**src/rtl/gold_collect_counter.sv**
```systemverilog
// gold_collect_counter: write side of the HUD gold count.
// Counts collected gold once per frame (saturating at MAX_GOLD), serves
// spend requests with a req/ack/nack handshake and fires a one-shot win pulse.
// Optional feature macro: GOLD_DECAY_EN adds a per-frame idle decay of the count.
// Inputs are registered once; events act on the registered copies, so an input
// sampled at edge N is reflected on the (registered) outputs after edge N+1.
module gold_collect_counter #(
    parameter int MAX_GOLD     = 4,
    parameter int WIN_COUNT    = 4,
    parameter int SPEND_COST   = 2,
    parameter int DECAY_FRAMES = 120
) (
    input  logic       clk,
    input  logic       resetN,
    input  logic       startOfFrame,
    input  logic       collision_gold,
    input  logic       spend_req,
    input  logic       level_restart,
    output logic [2:0] more_gold,
    output logic       gold_full,
    output logic       spend_ack,
    output logic       spend_nack,
    output logic       win_pulse
);

    typedef enum logic {ST_PLAY, ST_WON} main_state_t;
    typedef enum logic {SP_IDLE, SP_WAIT_LOW} spend_state_t;

    localparam logic [3:0] MAX4  = 4'(MAX_GOLD);
    localparam logic [3:0] WIN4  = 4'(WIN_COUNT);
    localparam logic [3:0] COST4 = 4'(SPEND_COST);

    // Reject parameter sets the 3-bit count cannot represent.
    generate
        if (MAX_GOLD > 7 || MAX_GOLD < 1 || WIN_COUNT > MAX_GOLD ||
            SPEND_COST < 1 || DECAY_FRAMES < 1) begin : g_bad_params
            $error("gold_collect_counter: illegal parameter combination");
        end
    endgenerate

    // Registered copies of the inputs plus collision history.
    logic         r_sof_s;
    logic         r_coll_s;
    logic         r_coll_prev;
    logic         r_spend_s;
    logic         r_restart_s;

    // Architectural state and registered outputs.
    logic [2:0]   r_count;
    logic         r_frame_lock;
    logic         r_full;
    logic         r_ack;
    logic         r_nack;
    logic         r_win;
    main_state_t  r_main_state;
    spend_state_t r_sp_state;

    // Combinational next-state terms.
    logic         w_rise;
    logic         w_collect;
    logic         w_grant;
    logic         w_refuse;
    logic         w_win;
    logic [3:0]   w_count4;
    logic [3:0]   w_inc4;
    logic [3:0]   w_net4;
    logic [3:0]   w_final4;

`ifdef GOLD_DECAY_EN
    localparam int DW = $clog2(DECAY_FRAMES + 1);
    localparam logic [DW-1:0] DF_W = DW'(DECAY_FRAMES);
    logic [DW-1:0] r_decay_cnt;
    logic [DW-1:0] w_decay_inc;
    logic [DW-1:0] w_decay_next;
`endif

    assign more_gold  = r_count;
    assign gold_full  = r_full;
    assign spend_ack  = r_ack;
    assign spend_nack = r_nack;
    assign win_pulse  = r_win;

    // Collect / spend / win arithmetic on the pre-update count, 4-bit wide.
    always_comb begin
        w_rise    = r_coll_s & ~r_coll_prev;
        // A startOfFrame in the same cycle releases the lock before the edge is judged.
        w_collect = w_rise & ~(r_frame_lock & ~r_sof_s) & (r_main_state == ST_PLAY);
        w_count4  = {1'b0, r_count};
        w_inc4    = w_count4;
        if (w_collect) begin
            w_inc4 = (w_count4 + 4'd1 > MAX4) ? MAX4 : (w_count4 + 4'd1);
        end
        w_grant  = (r_sp_state == SP_IDLE) & r_spend_s & (w_count4 >= COST4);
        w_refuse = (r_sp_state == SP_IDLE) & r_spend_s & (w_count4 <  COST4);
        // Grant eligibility guarantees w_inc4 >= COST4, so no underflow here.
        w_net4   = w_grant ? (w_inc4 - COST4) : w_inc4;
        w_win    = (r_main_state == ST_PLAY) & (w_net4 == WIN4) & (w_count4 < WIN4);
        w_final4 = w_net4;
`ifdef GOLD_DECAY_EN
        w_decay_inc  = r_decay_cnt + DW'(1);
        w_decay_next = r_decay_cnt;
        if (w_collect) begin
            w_decay_next = '0;
        end else if (r_sof_s) begin
            if (w_decay_inc == DF_W) begin
                w_decay_next = '0;
                // A grant this cycle takes precedence; the decay step is dropped.
                if (!w_grant && w_net4 != 4'd0) begin
                    w_final4 = w_net4 - 4'd1;
                end
            end else begin
                w_decay_next = w_decay_inc;
            end
        end
`endif
    end

    // Input capture, both FSMs and the registered outputs.
    always_ff @(posedge clk or negedge resetN) begin
        if (!resetN) begin
            r_sof_s      <= 1'b0;
            r_coll_s     <= 1'b0;
            r_coll_prev  <= 1'b0;
            r_spend_s    <= 1'b0;
            r_restart_s  <= 1'b0;
            r_count      <= 3'd0;
            r_frame_lock <= 1'b0;
            r_full       <= 1'b0;
            r_ack        <= 1'b0;
            r_nack       <= 1'b0;
            r_win        <= 1'b0;
            r_main_state <= ST_PLAY;
            r_sp_state   <= SP_IDLE;
`ifdef GOLD_DECAY_EN
            r_decay_cnt  <= '0;
`endif
        end else begin
            r_sof_s     <= startOfFrame;
            r_coll_s    <= collision_gold;
            r_coll_prev <= r_coll_s;
            r_spend_s   <= spend_req;
            r_restart_s <= level_restart;
            if (r_restart_s) begin
                // New level: clear everything and make a held request wait for release.
                r_count      <= 3'd0;
                r_frame_lock <= 1'b0;
                r_full       <= 1'b0;
                r_ack        <= 1'b0;
                r_nack       <= 1'b0;
                r_win        <= 1'b0;
                r_main_state <= ST_PLAY;
                r_sp_state   <= SP_WAIT_LOW;
`ifdef GOLD_DECAY_EN
                r_decay_cnt  <= '0;
`endif
            end else begin
                r_count <= w_final4[2:0];
                r_full  <= (w_final4 == MAX4);
                r_ack   <= w_grant;
                r_nack  <= w_refuse;
                r_win   <= w_win;
                if (w_collect) begin
                    r_frame_lock <= 1'b1;
                end else if (r_sof_s) begin
                    r_frame_lock <= 1'b0;
                end
                if (w_win) begin
                    r_main_state <= ST_WON;
                end
                case (r_sp_state)
                    SP_IDLE:     if (r_spend_s)  r_sp_state <= SP_WAIT_LOW;
                    SP_WAIT_LOW: if (!r_spend_s) r_sp_state <= SP_IDLE;
                    default:     r_sp_state <= SP_IDLE;
                endcase
`ifdef GOLD_DECAY_EN
                r_decay_cnt <= w_decay_next;
`endif
            end
        end
    end

endmodule

```
**config.mk**
```make
export PLATFORM = sky130hd
export DESIGN_NAME = gold_collect_counter
export DESIGN_NICKNAME = d
export VERILOG_FILES = /design/src/rtl/gold_collect_counter.sv
export SDC_FILE = /design/constraint.sdc
export NUM_CORES = 1
export LEC_CHECK = 0
export ABC_AREA = 1
export CAP_MARGIN = 20
export CORE_UTILIZATION = 41
export CTS_CLUSTER_SIZE = 30
export DETAILED_ROUTE_END_ITERATION = 6
export GPL_ROUTABILITY_DRIVEN = 0
export PLACE_DENSITY_LB_ADDON = 0.08
export SLEW_MARGIN = 20
export SYNTH_ARGS = -nofsm -noshare
export SYNTH_HDL_FRONTEND = slang
export SYNTH_SLANG_ARGS = --single-unit
```
**constraint.sdc**
```tcl
create_clock -name clk -period 2.3 [get_ports clk]
set_input_delay 0.46 -clock clk [delete_from_list [all_inputs] [get_ports clk]]
set_output_delay 0.46 -clock clk [all_outputs]
set_load 0.02 [all_outputs]
```
==> metrics <==
number of enable flip-flop cells after synthesis=0; HPWL after DPL=between 800 and 900 um; RSZ-0062 raised after global routing=false; register bit total from synthesis=15; Antenna Nets Post-Route=0; Avg Cell Area, Syn=around 8.5 um2; max incr delay on CP=0.45 ns; yosys warns=0; kind of critical path=reg2reg; Mapped Nets=92; register area share after synthesis=approximately 54%; Final WS setup=~0.34 ns; largest net degree at the start of global routing=16; fmax=~510 MHz; hold_buf cts=0; minimum clock period=roughly 2.0 ns; DIE HEIGHT=43.3 um; Final period util=between 80% and 90%; number of distinct library cells after synthesis=14; most used cell, CP=nand2_1; leakage power=~0.47 nW; wirelength, routed=between 1000 and 1500 um; sequential cell area=about 380 um2; Worst Tran Pin Value=0.652 ns; PortBufs=12; crit-path max FO=6; Clock Tree Root=clkbuf_4; global-route wire length before repair=around 2100 um; cell taking the most area after synthesis=dfrtp_1; Post-route DRC=0; Layout Area Growth over Synthesis=23.3%; Max Cap Viol=0; Core Rows=14; via count=around 530; CTS tree=done; DR vias/cell=around 4.7; Rel. slew slack=between 50% and 60%; share of layout cells above drive strength 1=between 8 and 9%; die width=around 43 um; Startpoint Class=register; I/O pins=13; status=finished clean; Post-Syn Instances=82; All-Layer GR Usage=between 10% and 20%; Clock Sinks=15; total negative setup slack=0 ns; asr flop ratio synth=100%; Post-Place Worst Slack=around 0.35 ns; Final Max Tran Viols=0; Slowest cell on crit path=dfrtp_1; CP cell instances=inv_1 -> ha_1 -> inv_1 -> nand2_1 -> inv_1 -> nand3_1 -> nand2_1 -> inv_1 -> ha_1 -> nand2_1 -> nand2_1 -> nor2_2 -> nand3_1 -> nand2_1; Starting Density=a little under half; Layout Skew=about 0.0032 ns; Primary FF master, synth=dfrtp_1; area occupied by multi-input gates=264 um2; TritonCTS buffer count=3; hold crit path type=reg2reg; gr ovfl total=0; post-DR wirelength/cell=around 10 um; H-tree depth=1; worst vdd ir=about 0.00032 V; cts repair resizes=0; count leader, synth=nand2_1; worst-skew pair later-pin latency=approximately 0.28 ns; PwrDens=about 570 nW/um2; FILL cells=141; number of global-route vias before repair=~510; Final Non-Filler Cells=113; setup violators final=0; Total Nets Final=roughly 110; drt first pass iters=4; synth top area cells=dfrtp_1 54%, nand2_1 11%, inv_1 8.1%; Req. time, crit path=between 2 and 3 ns; Antenna Cells=0; Largest register FFs=3; CTS clk-pin slew, worst paths=about 0.080 ns; Max Buffers Root-to-Sink=2; die area=~1900 um2; top cells by count, synth=21 x nand2_1, 15 x dfrtp_1, 15 x inv_1; antenna violations before repair=0; Worst setup EP type=register; Critical Path AT=about 2.2 ns; Post-Place Cells=between 100 and 150; core footprint=1540 um2; top cell type's share of synthesized area=53.7%; Setup Fix Bufs, Post-CTS=0; initial DRC count=4; Mapped Area=~700 um2; final hold violations=0
worst paths after layout:
path                                    from           end  slack [ns]  cells after the start
worst min-delay path                r_coll_s   r_coll_prev        0.42                      0
worst max-delay path            more_gold[0]  r_main_state        0.34                     14
min in group asynchronous             resetN  more_gold[2]        0.58                      1
worst max register to register  more_gold[0]  r_main_state        0.34                     14
worst min register to register      r_coll_s   r_coll_prev        0.42                      0
max in group asynchronous             resetN  more_gold[0]        1.31                      1
report_power, final:
group          switching [mW]  total (mW)  internal (mW)
Combinational          0.0345      0.0612         0.0267
Clock                  0.0770       0.144         0.0672
Sequential            0.00950       0.283          0.274
Total                   0.121       0.489          0.368
metal layers:
layer,GRT usage [%],up-vias,wire [um]
li1,-,278,-
met1,20.8,242,549
met2,22.4,11,533
met3,3.83,2,40
met4,9.09,0,9
met5,0,-,0
area by class of cell:
type,count,share of cell area [%]
sequential,15,43.5
multi-input combinational,51,30.6
timing repair buffer,12,13.9
inverter,15,6.53
clock buffer,4,3.05
tap,16,2.32
logic make-up (layout without fill, tap and decap cells):
group	Yosys count	in the layout	share of synthesized area, %
buffers and inverters	16	31	8.59
flip-flops	15	15	53.7
AO/OA/AOI/OAI	4	4	2.86
adder cells (fa/ha/maj)	4	4	7.16
AND/OR/NAND/NOR	43	43	27.7
layout by cell type (no fill, tap or decap):
master / netlist / routed
a21oi_1: 3 / 3
and2_1: 1 / 1
clkbuf_1: 1 / 1
clkbuf_4: 0 / 3
clkdlybuf4s50_1: 0 / 12
dfrtp_1: 15 / 15
ha_1: 4 / 4
inv_1: 15 / 15
nand2_1: 21 / 21
nand2_2: 2 / 2
nand3_1: 9 / 9
nor2_1: 6 / 6
nor2_2: 2 / 2
nor2_4: 1 / 1
nor3_1: 1 / 1
o21ai_1: 1 / 1
critical path: cells and delay by family (launching register included):
kind | cells | cell delay, ns
simple gates | 8 | 0.60
fa+ha+maj | 2 | 0.58
flops | 1 | 0.45
buf+inv | 4 | 0.26
through the flow:
step | instance area (um2) | util, % | hold slack (ns) | power (mW)
after detailed placement | 836 | 54.2 | 0.410 | 0.351
after floorplan | 699 | - | 0.164 | 0.323
final | 862 | 55.9 | 0.423 | 0.489
after global placement | 836 | 54.2 | 0.402 | 0.350
after global routing | 862 | 55.9 | 0.459 | 0.518
after CTS | 862 | 55.9 | 0.429 | 0.497
No activity file was read; power rests on OpenSTA's default activity.
